===== src/rtl/core_pkg.sv =====
// Shared core definitions: hazard FSM states, forward selects, PC index.
package core_pkg;

  typedef enum logic [1:0] {
    RUN      = 2'd0,
    MEM_WAIT = 2'd1,
    ERROR    = 2'd2
  } hazard_state_t;

  localparam logic [1:0] FWD_RF  = 2'b00;
  localparam logic [1:0] FWD_WB  = 2'b01;
  localparam logic [1:0] FWD_MEM = 2'b10;

  localparam int PC_REG = 15;

endpackage


===== src/rtl/sat_counter.sv =====
// Saturating up-counter with synchronous clear.
module sat_counter #(
  parameter int W = 16
) (
  input  logic         clk,
  input  logic         en,
  input  logic         clr,
  output logic [W-1:0] count
);

  logic [W-1:0] cnt_q;
  logic [W-1:0] cnt_d;

  always_comb begin
    cnt_d = cnt_q;
    if (clr) begin
      cnt_d = '0;
    end else if (en && (cnt_q != {W{1'b1}})) begin
      cnt_d = cnt_q + 1'b1;
    end
  end

  always_ff @(posedge clk) begin
    cnt_q <= cnt_d;
  end

  assign count = cnt_q;

endmodule


===== src/rtl/hazard_controller.sv =====
// Hazard unit: operand forwarding, load-use/branch stall and flush,
// memory-wait freeze with timeout, and saturating debug counters.
import core_pkg::*;

module hazard_controller #(
  parameter int REG_W       = 4,
  parameter int MEM_TIMEOUT = 64,
  parameter int CNT_W       = 16
) (
  input  logic             clk,
  input  logic             rst,
  input  logic [REG_W-1:0] RA1D,
  input  logic [REG_W-1:0] RA2D,
  input  logic [REG_W-1:0] RA1E,
  input  logic [REG_W-1:0] RA2E,
  input  logic [REG_W-1:0] WA3E,
  input  logic [REG_W-1:0] WA3M,
  input  logic [REG_W-1:0] WA3W,
  input  logic             RegWriteE,
  input  logic             RegWriteM,
  input  logic             RegWriteW,
  input  logic             MemtoRegE,
  input  logic             BranchTakenE,
  input  logic             MemReqM,
  input  logic             MemReadyM,
  output logic [1:0]       ForwardAE,
  output logic [1:0]       ForwardBE,
  output logic             StallF,
  output logic             StallD,
  output logic             StallE,
  output logic             StallM,
  output logic             FlushD,
  output logic             FlushE,
  output logic             FlushW,
  output logic             MemErr,
  output logic [CNT_W-1:0] StallCnt,
  output logic [CNT_W-1:0] FlushCnt
);

  localparam int TW = $clog2(MEM_TIMEOUT + 1);

  hazard_state_t state_q, state_d;
  logic [TW-1:0] tmo_q, tmo_d;

  logic ldstall;
  logic memstall;

  function automatic logic [1:0] fwd_sel(
    input logic [REG_W-1:0] ra
  );
    logic pc;
    pc = (ra == REG_W'(PC_REG));
    if (RegWriteM && (WA3M == ra) && !pc) begin
      return FWD_MEM;
    end else if (RegWriteW && (WA3W == ra) && !pc) begin
      return FWD_WB;
    end
    return FWD_RF;
  endfunction

  assign ldstall = MemtoRegE && RegWriteE &&
                   ((WA3E == RA1D) || (WA3E == RA2D));

  assign memstall = (state_q == MEM_WAIT) ||
                    ((state_q == RUN) && MemReqM && !MemReadyM);

  always_comb begin
    state_d = state_q;
    tmo_d   = tmo_q;
    unique case (state_q)
      RUN: begin
        if (MemReqM && !MemReadyM) begin
          state_d = MEM_WAIT;
          tmo_d   = TW'(1);
        end
      end
      MEM_WAIT: begin
        if (MemReadyM) begin
          state_d = RUN;
          tmo_d   = '0;
        end else if (tmo_q == TW'(MEM_TIMEOUT)) begin
          state_d = ERROR;
          tmo_d   = '0;
        end else begin
          tmo_d = tmo_q + 1'b1;
        end
      end
      ERROR: begin
        state_d = ERROR;
      end
      default: begin
        state_d = RUN;
        tmo_d   = '0;
      end
    endcase
  end

  always_ff @(posedge clk) begin
    if (rst) begin
      state_q <= RUN;
      tmo_q   <= '0;
    end else begin
      state_q <= state_d;
      tmo_q   <= tmo_d;
    end
  end

  // Freeze suppresses D/E flushes so branch/load-use is replayed on release
  always_comb begin
    ForwardAE = FWD_RF;
    ForwardBE = FWD_RF;
    StallF    = 1'b0;
    StallD    = 1'b0;
    StallE    = 1'b0;
    StallM    = 1'b0;
    FlushD    = 1'b0;
    FlushE    = 1'b0;
    FlushW    = 1'b0;
    MemErr    = 1'b0;
    if (!rst) begin
      ForwardAE = fwd_sel(RA1E);
      ForwardBE = fwd_sel(RA2E);
      unique case (1'b1)
        (state_q == ERROR): begin
          MemErr = 1'b1;
          StallF = 1'b1;
          StallD = 1'b1;
          StallE = 1'b1;
          StallM = 1'b1;
        end
        memstall: begin
          StallF = 1'b1;
          StallD = 1'b1;
          StallE = 1'b1;
          StallM = 1'b1;
          FlushW = 1'b1;
        end
        default: begin
          StallF = ldstall;
          StallD = ldstall;
          FlushD = BranchTakenE;
          FlushE = BranchTakenE || ldstall;
        end
      endcase
    end
  end

  logic stall_any;
  logic flush_any;

  assign stall_any = StallF || StallD || StallE || StallM;
  assign flush_any = FlushD || FlushE;

  sat_counter #(.W(CNT_W)) u_stall_cnt (
    .clk   (clk),
    .en    (stall_any),
    .clr   (rst),
    .count (StallCnt)
  );

  sat_counter #(.W(CNT_W)) u_flush_cnt (
    .clk   (clk),
    .en    (flush_any),
    .clr   (rst),
    .count (FlushCnt)
  );

endmodule


===== config.mk =====
export PLATFORM = sky130hd
export DESIGN_NAME = hazard_controller
export DESIGN_NICKNAME = d
export VERILOG_FILES = /design/src/rtl/core_pkg.sv /design/src/rtl/sat_counter.sv /design/src/rtl/hazard_controller.sv
export SDC_FILE = /design/constraint.sdc
export NUM_CORES = 1
export LEC_CHECK = 0
export ABC_CLOCK_PERIOD_IN_PS = 2100
export CAP_MARGIN = 20
export CORE_MARGIN = 10
export CORE_UTILIZATION = 42
export CTS_CLUSTER_DIAMETER = 40
export DETAILED_ROUTE_END_ITERATION = 12
export PLACE_DENSITY = 0.85
export SYNTH_ARGS = -nofsm -noshare
export SYNTH_HDL_FRONTEND = slang
export SYNTH_HIERARCHICAL = 1
export SYNTH_SLANG_ARGS = --single-unit

===== constraint.sdc =====
create_clock -name clk -period 2.1 [get_ports clk]
set_input_delay 0.21 -clock clk [delete_from_list [all_inputs] [get_ports clk]]
set_output_delay 0.21 -clock clk [all_outputs]
set_load 0.01 [all_outputs]

==> results of run 1 <==
power breakdown:
group	total [mW]	internal (mW)	switching, mW	leakage, nW
clock	0.579	0.297	0.282	0.0542
sequential	0.799	0.786	0.0122	0.331
combinational	0.306	0.165	0.141	0.997
cell usage after synthesis (all sizes together), types with 2 or more instances:
cell type | n | share of area
nor3 | 10 | 0.019
ha | 4 | 0.019
nor2b | 7 | 0.017
a21oi | 26 | 0.050
dfxtp | 41 | 0.32
nand2b | 2 | 0.0048
xor2 | 16 | 0.054
o311ai | 2 | 0.0068
and3 | 3 | 0.0073
nand3b | 3 | 0.0087
nor2 | 23 | 0.033
o21a | 2 | 0.0058
o41ai | 2 | 0.0068
nor4bb | 2 | 0.0077
nor4 | 11 | 0.038
nand2 | 24 | 0.037
or2 | 3 | 0.0073
nand3 | 24 | 0.046
o31ai | 12 | 0.035
xnor2 | 8 | 0.027
and4 | 6 | 0.020
clkbuf | 6 | 0.0087
or3 | 10 | 0.026
inv | 9 | 0.013
mux2i | 2 | 0.0077
a31oi | 7 | 0.017
nand4 | 9 | 0.033
o21ai | 14 | 0.027
or4 | 14 | 0.041
buf | 7 | 0.017
mux2 | 2 | 0.0087
layout by cell type (no fill, tap or decap), drive strengths merged, types with 3 or more instances in the layout:
cell type	n
clkdlybuf4s50	56
dfxtp	41
buf	34
a21oi	26
nand3	24
nand2	24
nor2	23
xor2	16
dlygate4sd2	15
or4	14
o21ai	14
o31ai	12
nor4	11
nor3	10
or3	10
inv	9
nand4	9
clkbuf	9
xnor2	8
a31oi	7
nor2b	7
and4	6
ha	4
and3	3
or2	3
nand3b	3
routing by layer:
layer  global-route usage  vias up  wire length [µm]  part of all wire
met5                    0        -                 0                 0
met2                0.267      105              3950              0.49
li1                     -     1417                 -                 -
met1                0.159     1375              3240              0.40
met3               0.0608       12               722             0.090
met4               0.0529        0               143             0.018
worst min path at each step:
stage	startpoint	endpoint
2_1_floorplan	MemReqM	tmo_q[0]
3_3_place_gp	u_flush_cnt/count[9]	u_flush_cnt/count[9]
3_5_place_dp	tmo_q[5]	tmo_q[5]
4_1_cts	rst	u_flush_cnt/count[15]
5_1_grt	rst	u_flush_cnt/count[15]
6_report	rst	u_flush_cnt/count[15]
stage by stage:
step	instances	hold WS, ns	setup WS [ns]
after floorplan	320	0.470	0.0489
after global placement	488	0.510	-0.410
after detailed placement	488	0.522	-0.561
after CTS	498	0.361	0.0180
after global routing	501	0.384	-0.0671
final	501	0.368	0.000431
registers in the layout (all words and copies together), names as in the netlist:
name / count
state_q: 2
tmo_q: 7
u_stall_cnt/count: 16
u_flush_cnt/count: 16
cells by family (layout without fill, tap and decap cells):
logic type	count (synthesis)	after routing	share of synthesized area
XOR/XNOR	24	24	0.0812
adder cells (fa/ha/maj)	4	4	0.0193
multiplexers	4	4	0.0164
AND/OR/NAND/NOR	154	154	0.359
AO/OA/AOI/OAI	71	71	0.169
flip-flops	41	41	0.317
buffers and inverters	22	128	0.0387
cell type report:
type                            count  area, µm²  share of cell area
Multi-Input combinational cell    257       1790               0.463
Inverter                            9       33.8             0.00875
Tap cell                           75       93.8              0.0243
Timing Repair Buffer              111       1020               0.265
Clock buffer                        7       96.3              0.0250
Sequential cell                    41        821               0.213
Clock inverter                      1       5.00             0.00130
worst reg2reg max path: stages (launching register included):
cell and delay, ns:
dfxtp_1 0.41, buf_4 0.17, or3b_4 0.38, buf_4 0.14, a31oi_1 0.48, nand3_1 0.17, a31oi_1 0.19
timing repair:
action,4_1_cts,5_1_grt
hold buffers,0,0
buffers inserted,2,3
pin swaps,8,11
endpoints found under the setup margin,35,29
gates resized for setup,41,25
==> metrics.md, run 1 <==
| Metric | Value |
|---|---|
| Die H | `approximately 100 µm` |
| # setup viols final | `0` |
| Via Count | `2909` |
| Worst rel slew slack | `0.575` |
| Finished Cell Area | `3860 µm²` |
| Clock-pin slew on the worst setup and hold paths | `0.08 ns` |
| Initial DRC Count | `191` |
| Ant diodes | `0` |
| CP Data Required Time | `around 2.3 ns` |
| Pin count of the biggest net entering global routing | `53` |
| Leak | `1.38 nW` |
| Cell area after synthesis | `2590 µm²` |
| Vias in the first global route | `2788` |
| Yosys cell types | `47` |
| First-pass GRT wire length | `12700 µm` |
| # rows | `28` |
| Worst Setup End Kind | `flip-flop` |
| Final Hold Vio Count | `0` |
| WHS Path Cells | `3` |
| CP Class | `primary input to flip-flop` |
| Worst IR Drop VDD | `311 µV` |
| Worst-path cell chain | `clkdlybuf4s50_1 > nand2_1 > nor2_1 > o21ai_2 > buf_6 > a21oi_4 > buf_6 > and4_4 > o41ai_4 > or3_4 > a21oi_2` |
| Least-Margin Pin Slew | `between 0.6 and 0.7 ns` |
| Yosys warnings | `6` |
| Total GRT Usage | `0.151` |
| CP startpoint | `MemtoRegE` |
| Status | `finished clean` |
| Startpoint types | `primary input` |
| Tcrit/Tclk final | `1.00` |
| Worst Path Arrival | `2.34 ns` |
| Reg-to-reg endpoint | `tmo_q[3]` |
| Reg2reg setup slack | `0.10 ns` |
| FF-to-FF Start | `state_q[0]` |
| WP buf/inv | `3` |
| Fmax | `476 MHz` |
| Critical path depth | `11` |
| H-tree Lvls | `2` |
| EDFF count, synth | `0` |
| Post-synth net total | `361` |
| Share of cells above drive strength 1 | `0.188` |
| CP top delay family | `simple AND/OR/NAND/NOR gates` |
| Seq cells post-synth | `41` |
| Avg Cell Area, Syn | `8.09 µm²` |
| # nets final | `roughly 470` |
| DR pass1 iterations | `4` |
| Initial antenna violation count | `0` |
| Area growth syn-to-layout | `49.2%` |
| Tmin final | `2.10 ns` |
| Remaining DRCs | `0` |
| Overflow after GRT | `0` |
| Top FF cell, synth | `dfxtp_1` |
| MaxCap Viol Count | `0` |
| Post-synthesis sequential area ratio | `0.317` |
| RSZ-0062 raised after global routing | `true` |
| Cells after synthesis | `320` |
| Total CTS buffers | `5` |
| Fillers | `516` |
| CP max FO | `4` |
| CTS tree | `built` |
| Vias per cell | `5.81` |
| HPWL Detailed | `slightly below 6000 µm` |
| Clk_lat worst skew | `0.30 ns` |
| Setup TNS | `0 ns` |
| CTS root buffer | `clkbuf_8` |
| Crit path top cell by count | `buf_6` |
| Max-slew violation count | `0` |
| Die area | `9700 µm²` |
| Post-DP Area | `between 3000 and 4000 µm²` |
| CP peak stage delay | `0.45 ns` |
| Max clock buf depth | `2` |
| Reg2Reg Depth | `6` |
| Critical Path Slowest Stage Cell | `clkdlybuf4s50_1` |
| Cell Pwr Density | `436 nW/µm²` |
| Routed Wire Length | `8060 µm` |
| Overall Power | `1.68 mW` |
| CTS Sinks | `41` |
| Post-DR wirelength/cell | `16.1 µm` |
| Final Util | `0.648` |
| Starting Density | `0.435` |
| CP Capture Point | `u_flush_cnt/count[6]` |
| Core area | `5960 µm²` |
| Worst-case clock skew | `a little over 0.002 ns` |
| Post-synth ARST share | `0` |
| RePlAce Congestion | `roughly 0.85` |
| Worst min-delay path class | `primary input to flip-flop` |
| I/O Buffers | `80` |
| Chip Width | `98.5 µm` |
| Remaining antenna violation count after routing | `0` |
| Io pins | `81` |
Power figures use the tool's default switching activity.
==> run 2: changes to the inputs <==
- ABC_CLOCK_PERIOD_IN_PS: 2100 -> 2700
- CORE_UTILIZATION: 42 -> 45
- PLACE_DENSITY: 0.85 -> 0.87
- SETUP_SLACK_MARGIN: default -> 0.02
- clock period: 2.1 -> 2.7 ns (I/O delays scaled with it)
==> run 2 against run 1 <==
Net effect:
- total power down 26%
- global-route usage up 0.55 points
- clock skew up 0.011 ns
- hold slack better by 0.075 ns
- first-iteration DRC count down 45%
- cell count down 5.2%
- register-to-register slack better by 0.38 ns
- sequential share of layout area up 1.8 points
- sequential power down 22%
- largest power group unchanged
==> metrics.md, run 2 (synthesis results as in run 1) <==
| Metric | Value |
|---|---|
| Reg2reg setup slack | `0.48 ns (+0.38 ns)` |
| Die H | `95.8 µm (-2.7%)` |
| Placed cells | `467 (-4.3%)` |
| Worst Path Arrival | `2.22 ns (-0.12 ns)` |
| Worst-case clock skew | `0.0130 ns (+0.0110 ns)` |
| Hold WS | `0.443 ns (+0.0748 ns)` |
| Vias in the first global route | `2672 (-4.2%)` |
| # nets final | `443 (-4.9%)` |
| DR pass1 iterations | `4 (unchanged)` |
| MaxCap Viol Count | `0 (unchanged)` |
| RSZ-0062 raised after global routing | `false` |
| CP max FO | `4 (unchanged)` |
| Commonest non-fill, non-tap cell in the layout | `clkdlybuf4s50_1` |
| Max-slew violation count | `0 (unchanged)` |
| Fmax | `about 400 MHz` |
| Startpoint types | `primary input` |
| Total GRT Usage | `0.157 (+0.00548)` |
| Cell Pwr Density | `351 nW/µm² (-20%)` |
| CP Class | `primary input to primary output` |
| Clk_lat worst skew | `0.29 ns (about the same)` |
| Most frequent cells in the layout | `79 x clkdlybuf4s50_1, 41 x dfxtp_1, 26 x a21oi_1, 24 x nand3_1, 23 x nor2_1` |
| Clock-pin slew on the worst setup and hold paths | `0.08 ns (about the same)` |
| # rows | `27 (-3.6%)` |
| Leak | `1.18 nW (-15%)` |
| Routed Wire Length | `7350 µm (-8.8%)` |
| Initial DRC Count | `106 (-45%)` |
| Starting Density | `0.467 (+0.0326)` |
| Worst min-delay path class | `primary input to flip-flop` |
| Total CTS buffers | `5 (unchanged)` |
| Worst rel slew slack | `0.504 (-0.0712)` |
| Chip Width | `95.8 µm (-2.7%)` |
| Core area | `5540 µm² (-7.0%)` |
| Status | `finished clean` |
| CP peak stage delay | `0.61 ns (+0.16 ns)` |
| CP Data Required Time | `2.43 ns (+0.09 ns)` |
| Remaining antenna violation count after routing | `0 (unchanged)` |
| Post-place setup slack | `-0.151 ns (+0.410 ns)` |
| Critical Path Slowest Stage Cell | `clkdlybuf4s50_1` |
| Least-Margin Pin Slew | `0.734 ns (+0.100 ns)` |
| Ant diodes | `0 (unchanged)` |
| Worst Setup End Kind | `primary output` |
| Non-Filler Instances | `475 (-5.2%)` |
| Setup TNS | `0 ns (unchanged)` |
| Io pins | `81 (unchanged)` |
| First-pass GRT wire length | `11900 µm (-6.2%)` |
| Tmin final | `2.49 ns` |
| Overflow after GRT | `0 (unchanged)` |
| Worst-path cell chain | `clkdlybuf4s50_1 > xor2_1 > nor4_1 > o21ai_0 > o21ai_0 > clkdlybuf4s50_1` |
| Worst IR Drop VDD | `195 µV (-37%)` |
| # setup viols final | `0 (unchanged)` |
| Post-DR wirelength/cell | `15.5 µm (-3.8%)` |
| RePlAce Congestion | `0.835 (-1.3%)` |
| WP buf/inv | `2 (-1)` |
| CTS Sinks | `41 (unchanged)` |
| CTS root buffer | `clkbuf_8` |
| Overall Power | `1.25 mW (-26%)` |
| Share of cells above drive strength 1 | `0.0868 (-0.101)` |
| Vias per cell | `5.81 (+0.14%)` |
| Fin worst setup slack | `0.213 ns (+0.213 ns)` |
| Area growth syn-to-layout | `37.8%` |
| CP top delay family | `buffers and inverters` |
| Final Hold Vio Count | `0 (unchanged)` |
| Initial antenna violation count | `0 (unchanged)` |
| HPWL Detailed | `5830 µm (-1.3%)` |
| Pin count of the biggest net entering global routing | `31 (-42%)` |
| Via Count | `2762 (-5.1%)` |
| Remaining DRCs | `0 (unchanged)` |
| H-tree Lvls | `2 (unchanged)` |
| Die area | `9190 µm² (-5.3%)` |
| CTS hold repair buffers | `0 (unchanged)` |
| Tcrit/Tclk final | `0.921` |
| I/O Buffers | `80 (unchanged)` |
| Max clock buf depth | `2 (unchanged)` |
| CTS tree | `built` |
[run 2: stage by stage]
| step | util | instance area, µm² |
|---|---|---|
| final | 0.644 | 3570 |
| after global routing | 0.644 | 3570 |
| after CTS | 0.643 | 3560 |
| after detailed placement | 0.626 | 3470 |
| after global placement | 0.626 | 3470 |
| after floorplan | - | 2590 |
[run 2: cell type report]
class | count | area, µm²
Clock buffer | 6 | 82.6
Multi-Input combinational cell | 257 | 1670
Fill cell | 506 | 1970
Sequential cell | 41 | 821
Clock inverter | 2 | 13.8
Inverter | 9 | 33.8
Timing Repair Buffer | 88 | 856
Tap cell | 72 | 90.1
[run 2: final timing paths]
kind	startpoint	end	cells past startpoint
setup / recovery	WA3E[1]	StallF	6
hold / removal	rst	u_stall_cnt/count[1]	3
setup reg to reg	state_q[0]	u_stall_cnt/count[11]	6
hold reg to reg	u_flush_cnt/count[9]	u_flush_cnt/count[9]	2
[run 2: repair_timing]
action / 4_1_cts / 5_1_grt
buffers inserted: 0 / 0
setup endpoints to repair: 0 / 1
resized for setup: 0 / 2
hold endpoints to repair: 0 / 0
[run 2: report_power, final]
group | internal [mW] | switching [mW] | leakage, nW
logic | 0.112 | 0.0967 | 0.798
registers | 0.612 | 0.0113 | 0.331
clock network | 0.207 | 0.212 | 0.0512
[run 2: per-layer routing]
| metal | up-vias | track usage | routed length (µm) |
|---|---|---|---|
| met1 | 1300 | 0.163 | 2860 |
| met3 | 2 | 0.0700 | 754 |
| met2 | 89 | 0.284 | 3700 |
| met4 | 0 | 0.0332 | 34 |
| li1 | 1371 | - | - |
| met5 | - | 0 | 0 |
[run 2: worst register-to-register path, cell delays in order, from the launching register on]
cell and delay [ns]:
dfxtp_1 0.48, nor3_1 0.12, a21o_2 0.21, o21ai_1 0.32, nand2_2 0.21, nor4bb_1 0.40, mux2_2 0.38
==> run 3: changes to the inputs <==
- RECOVER_POWER: default -> 25
==> run 3 against run 2 <==
Net effect:
- fmax about the same
- core utilization is the same
- design area is the same
- sequential share of layout area unchanged
- non-clock buffer count stayed put
- die area stayed put
- cell count increased by 0.21%
- clock skew about the same
- critical endpoint unchanged
- largest cell class unchanged
==> metrics.md, run 3 (synthesis results as in run 1) <==
| Metric | Value |
|---|---|
| Chip Width | `95.8 µm (unchanged)` |
| Starting Density | `0.467 (unchanged)` |
| Overall Power | `1.25 mW (about the same)` |
| First-pass GRT wire length | `11900 µm (unchanged)` |
| Routed Wire Length | `7350 µm (about the same)` |
| CP max FO | `4 (unchanged)` |
| Clock-pin slew on the worst setup and hold paths | `0.08 ns (about the same)` |
| Total CTS buffers | `5 (unchanged)` |
| Share of cells above drive strength 1 | `0.0844 (-0.00248)` |
| Worst Setup End Kind | `primary output` |
| Total GRT Usage | `0.157 (unchanged)` |
| # setup viols final | `0 (unchanged)` |
| Via Count | `2748 (-0.51%)` |
| Pin count of the biggest net entering global routing | `31 (unchanged)` |
| Initial antenna violation count | `0 (unchanged)` |
| Startpoint types | `primary input` |
| Max clock buf depth | `2 (unchanged)` |
| Io pins | `81 (unchanged)` |
| RSZ-0062 raised after global routing | `false` |
| Clk_lat worst skew | `0.29 ns (about the same)` |
| Fmax | `402 MHz (about the same)` |
| Tmin final | `2.49 ns (-0.000374 ns)` |
| Cell Pwr Density | `351 nW/µm² (about the same)` |
| Status | `finished clean` |
| Overflow after GRT | `0 (unchanged)` |
| Die H | `95.8 µm (unchanged)` |
| Least-Margin Pin Slew | `0.754 ns (+0.0199 ns)` |
| Area growth syn-to-layout | `37.8% (unchanged)` |
| Worst-case clock skew | `0.0131 ns (+0.0000464 ns)` |
| DR pass1 iterations | `4 (unchanged)` |
| HPWL Detailed | `5830 µm (unchanged)` |
| Final Hold Vio Count | `0 (unchanged)` |
| CTS root buffer | `clkbuf_8` |
| CTS Sinks | `41 (unchanged)` |
| CP Data Required Time | `2.43 ns (about the same)` |
| Worst Path Arrival | `2.22 ns (about the same)` |
| Worst min-delay path class | `primary input to flip-flop` |
| CTS tree | `built` |
| Max-slew violation count | `0 (unchanged)` |
| Tcrit/Tclk final | `0.921 (about the same)` |
| Die area | `9190 µm² (unchanged)` |
| # nets final | `443 (unchanged)` |
| RePlAce Congestion | `0.835 (unchanged)` |
| Worst rel slew slack | `0.491 (-0.0134)` |
| Hold WS | `0.445 ns (+0.00165 ns)` |
| # rows | `27 (unchanged)` |
| CTS hold repair buffers | `0 (unchanged)` |
| Vias per cell | `5.77 (-0.72%)` |
| Worst IR Drop VDD | `195 µV (+0.23%)` |
| MaxCap Viol Count | `0 (unchanged)` |
| Vias in the first global route | `2672 (unchanged)` |
| Initial DRC Count | `97 (-8.5%)` |
| Most frequent cells in the layout | `61 x clkdlybuf4s50_1, 41 x dfxtp_1, 26 x a21oi_1, 24 x nand3_1, 23 x nor2_1` |
| Leak | `1.24 nW (+5.2%)` |
| I/O Buffers | `80 (unchanged)` |
| Remaining antenna violation count after routing | `0 (unchanged)` |
| H-tree Lvls | `2 (unchanged)` |
| Post-DR wirelength/cell | `15.4 µm (-0.25%)` |
| Setup TNS | `0 ns (unchanged)` |
| CP Class | `primary input to primary output` |
| Commonest non-fill, non-tap cell in the layout | `clkdlybuf4s50_1` |
| Remaining DRCs | `0 (unchanged)` |
| Core area | `5540 µm² (unchanged)` |
-- run 3: cell count changes in the layout (fill, tap and decap cells not counted), sizes merged --
cell           delta
clkdlybuf4s50    -18
dlygate4sd3      +18
diode             +1
-- run 3: final cells by class --
type / count / area, µm²
multi-input combinational: 257 / 1670
clock buffer: 6 / 82.6
sequential: 41 / 821
timing repair buffer: 88 / 856
clock inverter: 2 / 13.8
inverter: 9 / 33.8
tap: 72 / 90.1
antenna: 1 / 2.50
fill: 508 / 1970
-- run 3: final timing paths --
kind                            slack (ns)  cells past startpoint            startpoint                    end
worst min-delay path                  0.44                      3                   rst               tmo_q[1]
worst min register to register        0.53                      2  u_flush_cnt/count[9]   u_flush_cnt/count[9]
worst max-delay path                  0.21                      6               WA3E[1]                 StallF
worst max register to register        0.48                      6            state_q[0]  u_stall_cnt/count[11]
-- run 3: timing repair --
action                     4_1_cts  5_1_grt
resized for setup                0        2
setup buffers                    0        0
setup endpoints to repair        0        1
-- run 3: layer usage --
metal,GRT usage,routed length (µm),part of all wire,vias to the layer above
li1,-,-,-,1369
met1,0.163,2830,0.39,1287
met4,0.0332,34,0.0046,0
met3,0.0700,768,0.10,2
met2,0.284,3710,0.51,90
met5,0,0,0,-
-- run 3: per-stage QoR --
step / instance area [µm²] / utilization / worst slack [ns] / std cells
after floorplan: 2590 / - / 0.600 / 320
after global placement: 3470 / 0.626 / -0.0111 / 467
after detailed placement: 3470 / 0.626 / -0.151 / 467
after CTS: 3560 / 0.643 / 0.0779 / 475
after global routing: 3560 / 0.643 / 0.0571 / 475
final: 3570 / 0.644 / 0.214 / 476
-- run 3: worst max-delay path, cell delays in order --
cell and delay [ns]:
clkdlybuf4s50_1 0.45, xor2_1 0.16, nor4_1 0.28, o21ai_0 0.23, o21ai_0 0.21, clkdlybuf4s50_1 0.61
-- run 3: power by group --
part           total, mW  switching, mW  internal [mW]
sequential         0.623         0.0111          0.612
combinational      0.206         0.0964          0.110
clock              0.422          0.215          0.207
total               1.25          0.323          0.929
